[config.mk]
export PLATFORM = sky130hd
export DESIGN_NAME = apb_rr_arbiter
export DESIGN_NICKNAME = d
export VERILOG_FILES = /design/src/rtl/apb_rr_arbiter_pkg.sv /design/src/rtl/apb_rr_arbiter_rr_pick.sv /design/src/rtl/apb_rr_arbiter.sv
export SDC_FILE = /design/constraint.sdc
export NUM_CORES = 1
export LEC_CHECK = 0
export ABC_CLOCK_PERIOD_IN_PS = 2200
export BUFFER_PORTS_ARGS = -buffer_cell sky130_fd_sc_hd__buf_2
export CAP_MARGIN = 10
export CORE_AREA = 2 2 107 109
export CTS_BUF_LIST = sky130_fd_sc_hd__clkbuf_4
export DETAILED_ROUTE_END_ITERATION = 10
export DIE_AREA = 0 0 109 111
export PLACE_DENSITY = 0.69
export RECOVER_POWER = 100
export SYNTH_ARGS = -nofsm -noshare
export SYNTH_HDL_FRONTEND = slang
export SYNTH_SLANG_ARGS = --single-unit
export TNS_END_PERCENT = 10
[constraint.sdc]
create_clock -name clk -period 2.2 [get_ports clk]
set_clock_uncertainty 0.1 [all_clocks]
set_input_delay 0.11 -clock clk [delete_from_list [all_inputs] [get_ports clk]]
set_output_delay 0.11 -clock clk [all_outputs]
set_load 0.03 [all_outputs]
[src/rtl/apb_rr_arbiter_pkg.sv]
// Shared APB arbitration types: address/data words, arbiter FSM states, error read data.
package apb_rr_arbiter_pkg;

    typedef logic [31:0] apb_addr_t;
    typedef logic [31:0] apb_data_t;

    typedef enum logic [1:0] {
        ARB_IDLE,
        ARB_SETUP,
        ARB_ACCESS
    } arb_state_e;

    // Same pattern the register blocks return on a decode error
    localparam apb_data_t APB_ERR_DATA = 32'hBADD_C0DE;

endpackage

[src/rtl/apb_rr_arbiter_rr_pick.sv]
// Rotate-priority picker: first set request at or above ptr_i, wrapping at N.
// Latency: purely combinational.
// Backpressure: none; gnt_vld_o is low when no request is pending.
module rr_pick #(
    parameter int N = 2
) (
    input  logic [N-1:0]         req_i,
    input  logic [$clog2(N)-1:0] ptr_i,
    output logic [$clog2(N)-1:0] gnt_idx_o,
    output logic                 gnt_vld_o
);

    localparam int W = $clog2(N);

    logic [N-1:0] rot;
    logic [W:0]   sum;

    always_comb begin
        rot       = N'({req_i, req_i} >> ptr_i);
        sum       = '0;
        gnt_vld_o = 1'b0;
        gnt_idx_o = '0;
        // Descending scan so the lowest rotated position is the one left standing
        for (int i = N - 1; i >= 0; i--) begin
            if (rot[i]) begin
                gnt_vld_o = 1'b1;
                sum       = {1'b0, ptr_i} + (W + 1)'(i);
                if (sum >= (W + 1)'(N)) begin
                    sum = sum - (W + 1)'(N);
                end
                gnt_idx_o = sum[W-1:0];
            end
        end
    end

endmodule

[src/rtl/apb_rr_arbiter.sv]
// Round-robin sharing of one APB target among NUM_REQ APB masters, with a hung-transfer watchdog.
// Latency: req psel cycle 0 -> m_psel cycle 1 -> m_penable cycle 2; req_pready same cycle as m_pready.
// Backpressure: losers and waiting requesters see req_pready=0 and hold their transfer until served.
module apb_rr_arbiter
    import apb_rr_arbiter_pkg::*;
#(
    parameter int NUM_REQ     = 2,
    parameter int TIMEOUT_CYC = 64
) (
    input  logic                    clk,
    input  logic                    rst_n,
    input  logic [NUM_REQ-1:0]      req_psel,
    input  logic [NUM_REQ-1:0]      req_penable,
    input  logic [NUM_REQ-1:0]      req_pwrite,
    input  apb_addr_t [NUM_REQ-1:0] req_paddr,
    input  apb_data_t [NUM_REQ-1:0] req_pwdata,
    output apb_data_t               req_prdata,
    output logic [NUM_REQ-1:0]      req_pready,
    output logic [NUM_REQ-1:0]      req_pslverr,
    output logic                    m_psel,
    output logic                    m_penable,
    output logic                    m_pwrite,
    output apb_addr_t               m_paddr,
    output apb_data_t               m_pwdata,
    input  apb_data_t               m_prdata,
    input  logic                    m_pready,
    input  logic                    m_pslverr
);

    localparam int PTR_W = $clog2(NUM_REQ);
    localparam int TMR_W = (TIMEOUT_CYC > 0) ? $clog2(TIMEOUT_CYC + 1) : 1;

    arb_state_e       state_q, state_d;
    logic [PTR_W-1:0] rr_ptr_q, rr_ptr_d;
    logic [PTR_W-1:0] gnt_q, gnt_d;
    logic             pwrite_q, pwrite_d;
    apb_addr_t        paddr_q, paddr_d;
    apb_data_t        pwdata_q, pwdata_d;
    logic [TMR_W-1:0] timer_q, timer_d;

    logic [PTR_W-1:0]   pick_idx;
    logic               pick_vld;
    logic [NUM_REQ-1:0] gnt_onehot;
    logic               timeout_hit;

    // The phase is tracked internally, so requester penable carries no information here
    logic unused_penable;
    assign unused_penable = ^req_penable;

    rr_pick #(.N(NUM_REQ)) u_pick (
        .req_i     (req_psel),
        .ptr_i     (rr_ptr_q),
        .gnt_idx_o (pick_idx),
        .gnt_vld_o (pick_vld)
    );

    assign gnt_onehot  = NUM_REQ'(1) << gnt_q;
    assign timeout_hit = (TIMEOUT_CYC > 0) && (timer_q == TMR_W'(TIMEOUT_CYC - 1));

    always_ff @(posedge clk) begin
        if (!rst_n) begin
            state_q  <= ARB_IDLE;
            rr_ptr_q <= '0;
            gnt_q    <= '0;
            pwrite_q <= 1'b0;
            paddr_q  <= '0;
            pwdata_q <= '0;
            timer_q  <= '0;
        end else begin
            state_q  <= state_d;
            rr_ptr_q <= rr_ptr_d;
            gnt_q    <= gnt_d;
            pwrite_q <= pwrite_d;
            paddr_q  <= paddr_d;
            pwdata_q <= pwdata_d;
            timer_q  <= timer_d;
        end
    end

    always_comb begin
        state_d     = state_q;
        rr_ptr_d    = rr_ptr_q;
        gnt_d       = gnt_q;
        pwrite_d    = pwrite_q;
        paddr_d     = paddr_q;
        pwdata_d    = pwdata_q;
        timer_d     = timer_q;
        m_psel      = 1'b0;
        m_penable   = 1'b0;
        m_pwrite    = 1'b0;
        m_paddr     = '0;
        m_pwdata    = '0;
        req_pready  = '0;
        req_pslverr = '0;
        req_prdata  = '0;

        unique case (state_q)
            ARB_IDLE: begin
                if (pick_vld) begin
                    gnt_d    = pick_idx;
                    pwrite_d = req_pwrite[pick_idx];
                    paddr_d  = req_paddr[pick_idx];
                    pwdata_d = req_pwdata[pick_idx];
                    rr_ptr_d = (pick_idx == PTR_W'(NUM_REQ - 1)) ? '0 : pick_idx + PTR_W'(1);
                    state_d  = ARB_SETUP;
                end
            end
            ARB_SETUP: begin
                m_psel   = 1'b1;
                m_pwrite = pwrite_q;
                m_paddr  = paddr_q;
                m_pwdata = pwdata_q;
                timer_d  = '0;
                state_d  = ARB_ACCESS;
            end
            ARB_ACCESS: begin
                m_psel    = 1'b1;
                m_penable = 1'b1;
                m_pwrite  = pwrite_q;
                m_paddr   = paddr_q;
                m_pwdata  = pwdata_q;
                if (m_pready) begin
                    req_pready  = gnt_onehot;
                    req_pslverr = m_pslverr ? gnt_onehot : '0;
                    req_prdata  = m_prdata;
                    state_d     = ARB_IDLE;
                end else if (timeout_hit) begin
                    req_pready  = gnt_onehot;
                    req_pslverr = gnt_onehot;
                    req_prdata  = APB_ERR_DATA;
                    state_d     = ARB_IDLE;
                end else begin
                    timer_d = timer_q + TMR_W'(1);
                end
            end
            default: state_d = ARB_IDLE;
        endcase
    end

endmodule

After elaboration in Yosys (flattened, before gate mapping) --
Cells that the tools add are included.
Storage, ports and cells: flip-flop bits (word level) 76, bits of input ports 170, output and inout port bits 103
Cells by class: add/subtract/negate cells 5, $lt $le $gt $ge 3, equality and inequality tests 7, shift operators 2, mux-type cells 34, reduce and logical (&&, ||, !) cells 6
Operators with widths (number):
- 32-bit two-way mux | 9
- 2-bit two-way mux | 9
- 7-bit two-way mux | 2
- 7-bit one-hot mux with 2 select lines | 1
- 1-bit two-way mux | 12
- 7-bit by 1-bit adder with 7-bit output, second input constant | 1
- 7-bit by 6-bit == test with 1-bit output, second input constant | 1
- 2-bit != test, second input constant | 3
- 2-bit one-hot mux with 3 select lines | 1
- 2-bit AND reduction | 2
- 4-bit by 1-bit >> shifter with 2-bit output | 1
- 3-bit != test, second input constant | 1
- 3-bit AND reduction | 1
- 1-bit by 1-bit adder with 2-bit output, second input constant | 1
- 2-bit by 1-bit == test with 1-bit output, second input constant | 1
- 2-bit == test, second input constant | 1
- 1-bit by 2-bit greater-or-equal comparator with 1-bit output, second input constant | 1
- 2-bit greater-or-equal comparator, second input constant | 1
- 2-bit logical NOT | 1
- 1-bit by 2-bit less-than comparator with 1-bit output, second input constant | 1
- 2-bit nonzero test | 1
- 2-bit OR reduction | 1
- 1-bit by 1-bit left shift with 2-bit output, first input constant | 1
- 1-bit subtractor, second input constant | 2
- 1-bit adder, second input constant | 1

Logic depth before layout (Yosys ltp) --
Gate-level depths: netlist (run 1).
depth in word-level cells 7, depth in mapped cells 8, gate-level depth less buffers 6

Cells and area by module --
A second synthesis (run 1) with hierarchy kept.
Unflattened totals: cell total of the unflattened synthesis 505, area total of the unflattened synthesis 4440.5 um^2
Modules (own cells, without submodules):
- apb_rr_arbiter | times used 1, cells an instance 502, area an instance 4423.0 um^2, seq. area each 1521.5 um^2
- rr_pick | times used 1, cells an instance 3, area an instance 17.5 um^2, seq. area each 0.0 um^2

Worst setup path after synthesis (run 1) --
Ideal clock, no wire load.
path type register -> output, from register state_q[0], to output req_pready[0], arrival 1921 ps, required time 1990 ps, setup slack 69 ps, stages on the path, launching flop included 6, buffers on the path 1, path through dfxtp_1 > inv_1 > ha_1 > inv_1 > clkbuf_1 > nor3_1
Between the ends: longest elaborated chain between the ends 2
Ends and longest elaborated chain:
- from (decl) | line apb_rr_arbiter.sv:33 | arb_state_e state_q, state_d;
- from (signal assigned) | line apb_rr_arbiter.sv:70 | state_q <= state_d;
- 2-bit == test | line apb_rr_arbiter.sv:97 | unique case (state_q)
- 2-bit two-way mux | line apb_rr_arbiter.sv:97
- to (decl) | line apb_rr_arbiter.sv:18 | output logic [NUM_REQ-1:0] req_pready,
No other way between the ends.

Worst setup path after layout (run 1) --
from input req_psel[0], to register paddr_q[5]
Between the ends: longest elaborated chain between the ends 5
Ends and longest elaborated chain:
- from (decl) | line apb_rr_arbiter.sv:12 | input logic [NUM_REQ-1:0] req_psel,
- 4-bit by 1-bit >> shifter with 2-bit output * | line apb_rr_arbiter_rr_pick.sv:19 | rot = N'({req_i, req_i} >> ptr_i);
- 1-bit two-way mux (2 in series) | line apb_rr_arbiter_rr_pick.sv:25 | if (rot[i]) begin
- 32-bit two-way mux (implied by the code) (2 in series) | line apb_rr_arbiter.sv:102 | paddr_d = req_paddr[pick_idx];
- to (signal assigned) | line apb_rr_arbiter.sv:74 | paddr_q <= paddr_d;
- to (decl) | line apb_rr_arbiter.sv:37 | apb_addr_t paddr_q, paddr_d;
Mark *: on every way between the ends. The rest lies on a longest branch, timed or not. The select of a mux whose other input is x is not followed. A chain may end at the register's enable or synchronous reset.

==> metrics.yaml, run 1 <==
outcome:
  status: "completed"
route:
  vias_per_cell: 5.07
  routed_wl_um: 15100
  route.detailed.drc: 0
  wl_per_cell_um: 14.6
  vias: 5244
  drtPass1Iterations: 5
  postRouteAntennaNets: 0
  first_iter_violations: 301
power:
  power_density_mw_per_mm2: 612
  p_leak_nw: 3.27
  power_mw: 4.25
  ir_worst_vdd_uv: 427
floorplanning:
  core_mm2: 0.0111
  die_h_um: 111
  floorplan.die_area_mm2: 0.0121
  rows: 39
  ios: 273
  die_w_um: 109
  initial_core_util: 0.350
timing:
  setup_viol_count_final: 0
  worst_pin_slew_ns: 0.582
  period_share: 0.959
  hold_ws_ns: 0.350
  finalMaxSlewViolations: 0
  timing.fmax_mhz: 474
  relSlewSlack: 0.612
  min_period_ns: 2.11
  hold_viol: 0
  grt_setup_unrepaired: "true"
finish:
  final_common_cell: "buf_2"
  drive_gt1_frac: 0.355
  nNetsFinal: 1060
  layout_common_cells: "189 x buf_2, 134 x dlygate4sd3_1, 96 x nand2_1, 79 x clkbuf_2, 73 x dfxtp_1"
  n_fill_cell: 916
  syn2layout_area_growth_pct: 78.9
  post-route-util: 0.627
  antenna_cells: 0
  ff_latch_area_mm2: 0.00153
  multi_input_area_mm2: 0.00216
grt:
  grt_max_degree: 55
  grt_pass1_vias: 5084
  top_usage_layer: "met2"
  gr-total-overflow: 0
  grt_pass1_wl_um: 23600
  grt_usage: 0.243
  gr-usage-met3: 0.0400
  use_met1: 0.279
  grt_antenna_before_repair: 0
  use_met2: 0.439
synthesis:
  synth.cell_area_mm2: 0.00388
  syn_nets: 672
  synth_edf_count: 0
  syn_area_per_cell_um2: 7.79
  syn_inst: 498
  ys_ff_latch: 76
  yosysUniqueCellTypes: 33
  ys_seq_area_frac: 0.392
  synth_flop_cell: "dfxtp_1"
  ys_warn_count: 0
  synthArstFlopShare: 0
run:
  cap_violations: 0
clock_tree:
  cts_root_buffer: "clkbuf_4"
  cts_max_path_buffers: 2
  clock-sinks: 76
  htree_num_levels: 3
  numCtsBuffers: 9
  tritoncts: "built"
  clk_pin_slew_ns: 0.12
  clock_latency_ns: 0.40
place:
  gp_congestion: 0.883
  numPortBuffers: 270
  place_hpwl_um: 9080
setup_path:
  end_kind: "flop"
  arrival_ns: 2.34
  worst-setup-path-type: "input pin to flop"
  startpoint_type: "input pin"
  r2r_slack_ns: 0.19
  crit_fanout: 40
  critical_path_required_ns: 2.43
min_path:
  hold_class: "flop to flop"
## cell families (layout without fill, tap and decap cells)
family | count (synthesis) | in the layout | synth area share
DFF | 76 | 76 | 0.392
buffers and inverters | 51 | 444 | 0.0635
AOI/OAI and AO/OA | 167 | 167 | 0.272
adders and majority gates | 4 | 4 | 0.0129
muxes | 3 | 3 | 0.00774
and+or+nand+nor | 197 | 197 | 0.252
## Yosys cell counts (2+ instances only)
| master | instances | area, um2 |
|---|---|---|
| nand2b_1 | 3 | 18.8 |
| mux2i_1 | 3 | 30.0 |
| a211oi_1 | 2 | 15.0 |
| a21oi_1 | 21 | 105 |
| inv_1 | 6 | 22.5 |
| ha_1 | 4 | 50.1 |
| nor2_1 | 8 | 30.0 |
| clkbuf_1 | 20 | 75.1 |
| a21boi_2 | 2 | 22.5 |
| o21ai_1 | 41 | 205 |
| o21ai_0 | 25 | 125 |
| a21oi_2 | 2 | 17.5 |
| a22oi_1 | 66 | 495 |
| buf_2 | 17 | 85.1 |
| and2_1 | 66 | 413 |
| nand2_1 | 97 | 364 |
| and3_1 | 14 | 87.6 |
| and4b_1 | 2 | 20.0 |
| nand3_1 | 3 | 15.0 |
| nor3_1 | 2 | 10.0 |
| buf_4 | 7 | 52.6 |
| dfxtp_1 | 76 | 1520 |
## stage by stage
stage,TNS (ns),worst slack (ns),std cells,cell area [um2]
2_1_floorplan,0,0.0695,498,3880
3_3_place_gp,0,0.354,881,5380
3_5_place_dp,0,0.343,881,5380
4_1_cts,0,0.0124,1033,6910
5_1_grt,-0.113,-0.0422,1034,6940
6_report,0,0.0892,1034,6940
## worst paths after layout
check | from | to | cells past startpoint
hold / removal | paddr_q[18] | paddr_q[18] | 2
setup reg to reg | rr_ptr_q | paddr_q[5] | 5
setup / recovery | req_psel[0] | paddr_q[5] | 7
hold reg to reg | paddr_q[18] | paddr_q[18] | 2
## layer usage
layer | wire length (um) | vias up
li1 | - | 2514
met1 | 5940 | 2472
met2 | 7900 | 210
met3 | 832 | 48
met4 | 456 | 0
met5 | 0 | -
## layout make-up
| class | count | share of cell area |
|---|---|---|
| clock inverter | 7 | 0.0142 |
| clock buffer | 9 | 0.00973 |
| inverter | 6 | 0.00324 |
| tap | 143 | 0.0258 |
| sequential | 76 | 0.220 |
| timing repair buffer | 422 | 0.417 |
| multi-input combinational | 371 | 0.311 |
## state kept, by name (all words and copies together), names as in the netlist
name      flops
paddr_q      32
pwdata_q     32
timer_q       7
state_q       2
gnt_q         1
pwrite_q      1
rr_ptr_q      1
## report_power, final
group          internal (mW)  total (mW)  switching (mW)
Clock                  0.467       0.987           0.520
Combinational          0.700        1.62           0.924
Sequential              1.55        1.64          0.0832
Total                   2.72        4.25            1.53
## worst max-delay path, cell delays in order
cell and delay (ns):
dlygate4sd3_1 0.53, buf_2 0.18, a21boi_4 0.20, buf_4 0.39, a22oi_1 0.18, dlygate4sd3_1 0.59, o21ai_0 0.13
## timing repair
action | CTS | global route
setup buffers | 2 | 0
gates resized for setup | 4 | 13
hold buffers | 134 | 0
pin swaps | 0 | 1
endpoints found under the hold margin | 72 | 0
gates cloned | 0 | 1
endpoints found under the setup margin | 18 | 27
Power figures use the tool's default switching activity.
==> run 2: changes to the inputs <==
--- a/config.mk
+++ b/config.mk
@@ -12,8 +12,9 @@
 export CTS_BUF_LIST = sky130_fd_sc_hd__clkbuf_4
 export DETAILED_ROUTE_END_ITERATION = 10
 export DIE_AREA = 0 0 109 111
-export PLACE_DENSITY = 0.69
-export RECOVER_POWER = 100
+export PLACE_DENSITY = 0.71
+export RECOVER_POWER = 25
+export REMOVE_ABC_BUFFERS = 1
 export SYNTH_ARGS = -nofsm -noshare
 export SYNTH_HDL_FRONTEND = slang
 export SYNTH_SLANG_ARGS = --single-unit
==> metrics.yaml, run 2 (synthesis results as in run 1) <==
grt:
  grt_pass1_wl_um: 24200  # was 23600 um
  grt_pass1_vias: 5223  # was 5084
  grt_max_degree: 61  # was 55
  grt_usage: 0.254  # was 0.243
  grt_antenna_before_repair: 0  # unchanged
  gr-total-overflow: 0  # unchanged
place:
  place_hpwl_um: 9300  # was 9080 um
  placed_area_mm2: 0.00533  # was 0.00538 mm2
  gp_congestion: 0.843  # was 0.883
  numPortBuffers: 270  # unchanged
  place_ws_ns: 0.275  # was 0.343 ns
finish:
  layout_common_cells: "260 x buf_2, 134 x dlygate4sd3_1, 96 x nand2_1, 73 x dfxtp_1"  # was 189 x buf_2, 134 x dlygate4sd3_1, 96 x nand2_1, 79 x clkbuf_2, 73 x dfxtp_1
  post-route-util: 0.622  # was 0.627
  syn2layout_area_growth_pct: 77.4  # was 78.9%
  nNetsFinal: 1061  # was 1060
  antenna_cells: 0  # unchanged
  final_common_cell: "buf_2"  # unchanged
  reg_top3: "paddr_q x32, pwdata_q x32, timer_q x7"  # unchanged
  drive_gt1_frac: 0.348  # was 0.355
  final_cell_area_mm2: 0.00689  # was 0.00694 mm2
timing:
  worst_pin_slew_ns: 0.569  # was 0.582 ns
  period_share: 0.970  # was 0.959
  grt_setup_unrepaired: "true"  # unchanged
  hold_viol: 0  # unchanged
  finalMaxSlewViolations: 0  # unchanged
  min_period_ns: 2.13  # was 2.11 ns
  timing.fmax_mhz: 469  # was 474 MHz
  fin_ws_ns: 0.0666  # was 0.0892 ns
  relSlewSlack: 0.621  # was 0.612
  setup_viol_count_final: 0  # unchanged
power:
  ir_worst_vdd_uv: 300  # was 427 uV
  power_density_mw_per_mm2: 603  # was 612 mW/mm2
  p_leak_nw: 3.29  # was 3.27 nW
route:
  routed_wl_um: 15800  # was 15100 um
  postRouteAntennaNets: 0  # unchanged
  first_iter_violations: 319  # was 301
  drtPass1Iterations: 5  # unchanged
  route.detailed.drc: 0  # unchanged
  vias_per_cell: 5.07  # about the same
  wl_per_cell_um: 15.3  # was 14.6 um
  vias: 5252  # was 5244
floorplanning:
  initial_core_util: 0.350  # unchanged
  core_mm2: 0.0111  # unchanged
  die_w_um: 109  # unchanged
  rows: 39  # unchanged
  floorplan.die_area_mm2: 0.0121  # unchanged
  die_h_um: 111  # unchanged
  ios: 273  # unchanged
setup_path:
  startpoint: "timer_q[4]"  # was req_psel[0]
  crit-reg2reg-launch: "rr_ptr_q"  # unchanged
  r2r_slack_ns: 0.11  # was 0.19 ns
  critical_path_required_ns: 1.99  # was 2.43 ns
  arrival_ns: 1.92  # was 2.34 ns
  startpoint_type: "flop"  # was input pin
  worst-setup-path-type: "flop to output port"  # was input pin to flop
  end_kind: "output port"  # was flop
  crit_fanout: 16  # was 40
min_path:
  min-delay-start: "m_pready"  # was paddr_q[18]
  hold_class: "input pin to flop"  # was flop to flop
clock_tree:
  htree_num_levels: 3  # unchanged
  clock_latency_ns: 0.42  # was 0.40 ns
  cts_root_buffer: "clkbuf_4"  # unchanged
  numCtsBuffers: 9  # unchanged
  cts_max_path_buffers: 2  # unchanged
  clk_pin_slew_ns: 0.13  # was 0.12 ns
  clock-sinks: 76  # unchanged
  tritoncts: "built"  # unchanged
outcome:
  status: "completed"  # unchanged
run:
  cap_violations: 0  # unchanged
## run 2: per-layer routing
metal	GRT usage	vias to the layer above	routed length (um)
li1	-	2506	-
met5	0	-	0
met4	0.169	0	822
met3	0.0606	69	1280
met2	0.446	293	7900
met1	0.260	2384	5830
## run 2: metrics by stage
| stage | total power, mW | instances | TNS, ns | hold slack (ns) |
|---|---|---|---|---|
| 4_1_cts | 4.12 | 1030 | 0 | 0.105 |
| 6_report | 4.15 | 1035 | 0 | 0.219 |
| 3_5_place_dp | 2.98 | 879 | 0 | 0.282 |
| 3_3_place_gp | 2.96 | 879 | 0 | 0.274 |
| 2_1_floorplan | 2.44 | 453 | -61.01 | 0.129 |
| 5_1_grt | 4.41 | 1035 | -2.50 | 0.240 |
## run 2: timing repair
action / CTS / global route
pin swaps: 0 / 1
endpoints found under the hold margin: 72 / 0
resized for setup: 3 / 11
hold buffers: 134 / 0
setup buffers: 1 / 4
cloned: 0 / 1
endpoints found under the setup margin: 21 / 87
## run 2: cell type report
| cell class | instances | area, um2 |
|---|---|---|
| well taps | 143 | 179 |
| inverters | 6 | 22.5 |
| clock inverters | 7 | 75.1 |
| fillers | 885 | 4190 |
| repair buffers | 423 | 2890 |
| clock buffers | 9 | 67.6 |
| flip-flops and latches | 76 | 1530 |
| multi-input cells | 371 | 2130 |
## run 2: worst paths after layout
| kind | depth (start not counted) | end |
|---|---|---|
| setup / recovery | 6 | req_prdata[29] |
| hold / removal | 3 | timer_q[2] |
| setup reg to reg | 6 | pwdata_q[12] |
| hold reg to reg | 2 | paddr_q[7] |
## run 2: worst max-delay path, stage by stage (launching register included)
cell and delay (ns):
dfxtp_1 0.43, nand3_1 0.16, nor3_2 0.26, nand2b_1 0.12
buf_4 0.20, a21oi_1 0.13, buf_2 0.21
## run 2: power by group
group          switching (mW)  internal (mW)  leakage (nW)
registers              0.0875           1.55         0.626
clock network           0.527          0.350        0.0702
logic                   0.935          0.696          2.59
total                    1.55           2.60          3.29
==> run 3: changes to the inputs <==
--- a/config.mk
+++ b/config.mk
@@ -12,6 +12,7 @@
 export CTS_BUF_LIST = sky130_fd_sc_hd__clkbuf_4
 export DETAILED_ROUTE_END_ITERATION = 10
 export DIE_AREA = 0 0 109 111
+export MAX_ROUTING_LAYER = met4
 export PLACE_DENSITY = 0.71
 export RECOVER_POWER = 25
 export REMOVE_ABC_BUFFERS = 1
==> metrics.yaml, run 3 (synthesis results as in run 1) <==
outcome:
  status: "completed"  # unchanged
setup_path:
  worst-setup-path-type: "input pin to flop"  # was flop to output port
  crit_chain: "dlygate4sd3_1 -> clkbuf_2 -> a21boi_2 -> buf_12 -> a22oi_1 -> dlygate4sd3_1 -> o21ai_0"  # was nand3_1 -> nor3_2 -> nand2b_1 -> buf_4 -> a21oi_1 -> buf_2
  worst_path_max_delay_cell: "dlygate4sd3_1"  # was dfxtp_1
  critPathMostFrequentCell: "dlygate4sd3_1"
  cp_slowest_stage_delay_ns: 0.59  # was 0.43 ns
  ff2ff_path_depth: 6  # unchanged
  crit_fanout: 30  # was 16
  critical_path_required_ns: 2.43  # was 1.99 ns
  startpoint_type: "input pin"  # was flop
  end_kind: "flop"  # was output port
  arrival_ns: 2.36  # was 1.92 ns
floorplanning:
  die_w_um: 109  # unchanged
  initial_core_util: 0.350  # unchanged
  ios: 273  # unchanged
  core_mm2: 0.0111  # unchanged
  rows: 39  # unchanged
  die_h_um: 111  # unchanged
  floorplan.die_area_mm2: 0.0121  # unchanged
finish:
  final_common_cell: "buf_2"  # unchanged
  syn2layout_area_growth_pct: 77.9  # was 77.4%
  reg_top3: "paddr_q x32, pwdata_q x32, timer_q x7"  # unchanged
  fin_cells: 1035  # unchanged
  drive_gt1_frac: 0.346  # was 0.348
  nNetsFinal: 1061  # unchanged
  antenna_cells: 0  # unchanged
  layout_common_cells: "252 x buf_2, 134 x dlygate4sd3_1, 96 x nand2_1, 73 x dfxtp_1"  # was 260 x buf_2, 134 x dlygate4sd3_1, 96 x nand2_1, 73 x dfxtp_1
  n_fill_cell: 887  # was 885
route:
  drtPass1Iterations: 5  # unchanged
  postRouteAntennaNets: 0  # unchanged
  wl_per_cell_um: 15.4  # was 15.3 um
  first_iter_violations: 304  # was 319
  vias: 5256  # was 5252
  route.detailed.drc: 0  # unchanged
  routed_wl_um: 16000  # was 15800 um
  vias_per_cell: 5.08  # was 5.07
timing:
  hold_viol: 0  # unchanged
  timing.fmax_mhz: 468  # was 469 MHz
  worst_pin_slew_ns: 0.572  # was 0.569 ns
  fin_ws_ns: 0.0616  # was 0.0666 ns
  min_period_ns: 2.14  # was 2.13 ns
  setup_viol_count_final: 0  # unchanged
  finalMaxSlewViolations: 0  # unchanged
  hold_ws_ns: 0.214  # was 0.219 ns
  tns_ns: 0  # unchanged
  relSlewSlack: 0.619  # was 0.621
  period_share: 0.972  # was 0.970
min_path:
  hold_depth: 3  # unchanged
  hold_class: "input pin to flop"  # unchanged
clock_tree:
  clock_latency_ns: 0.42  # about the same
  cts_root_buffer: "clkbuf_4"  # unchanged
  cts_max_path_buffers: 2  # unchanged
  numCtsBuffers: 9  # unchanged
  clk_pin_slew_ns: 0.13  # about the same
  tritoncts: "built"  # unchanged
  clock-sinks: 76  # unchanged
  htree_num_levels: 3  # unchanged
power:
  power_density_mw_per_mm2: 603  # about the same
  power_mw: 4.16  # was 4.15 mW
  p_leak_nw: 3.29  # about the same
  ir_worst_vdd_uv: 298  # was 300 uV
grt:
  grt_pass1_vias: 5219  # was 5223
  grt_pass1_wl_um: 24300  # was 24200 um
  gr-total-overflow: 0  # unchanged
  grt_max_degree: 61  # unchanged
  grt_antenna_before_repair: 0  # unchanged
  grt_usage: 0.262  # was 0.254
place:
  placedCellCount: 879  # unchanged
  place_hpwl_um: 9300  # unchanged
  place_ws_ns: 0.275  # unchanged
  numPortBuffers: 270  # unchanged
  gp_congestion: 0.856  # was 0.843
run:
  cap_violations: 0  # unchanged
[run 3: cell count changes in the layout (fill, tap and decap cells not counted), sizes merged]
cell    before  now
buf        280  277
clkbuf      18   21
[run 3: layout make-up]
type / instances / area, um2 / share of cell area
clock buffers: 9 / 67.6 / 0.00978
clock inverters: 7 / 75.1 / 0.0109
inverters: 6 / 22.5 / 0.00326
multi-input cells: 371 / 2130 / 0.308
flip-flops and latches: 76 / 1530 / 0.221
well taps: 143 / 179 / 0.0259
repair buffers: 423 / 2910 / 0.421
[run 3: path summary, 6_finish.rpt]
kind	start	to	slack (ns)
worst max-delay path	req_psel[0]	pwdata_q[12]	0.06
worst min-delay path	m_pready	timer_q[2]	0.21
worst max register to register	rr_ptr_q	pwdata_q[12]	0.09
worst min register to register	paddr_q[7]	paddr_q[7]	0.35
[run 3: metrics by stage]
step                utilization  area, um2
floorplan                     -       3660
global placement          0.481       5330
detailed placement        0.481       5330
CTS                       0.616       6830
global route              0.623       6910
finish                    0.623       6910
[run 3: where the power goes]
group / internal [mW] / total [mW] / leakage (nW) / switching (mW)
registers: 1.55 / 1.64 / 0.626 / 0.0874
clock network: 0.350 / 0.878 / 0.0702 / 0.528
logic: 0.703 / 1.64 / 2.60 / 0.940
total: 2.61 / 4.16 / 3.29 / 1.56
[run 3: timing repair]
item / CTS / global route
hold buffers: 134 / 0
buffers inserted: 1 / 4
resized for setup: 3 / 24
setup endpoints to repair: 21 / 93
hold endpoints to repair: 72 / 0
cloned: 0 / 1
pin swaps: 0 / 1
[run 3: worst max-delay path, delay by kind of cell]
kind                   cells  cell delay [ns]
buffers and inverters      4             1.52
AOI/OAI and AO/OA          3             0.70
[run 3: metal layers]
metal | wire (um) | vias to the layer above | GRT usage
met5 | 0 | - | -
met4 | 748 | 0 | 0.158
met3 | 1280 | 58 | 0.0641
met2 | 8040 | 286 | 0.448
met1 | 5920 | 2405 | 0.265
li1 | - | 2507 | -
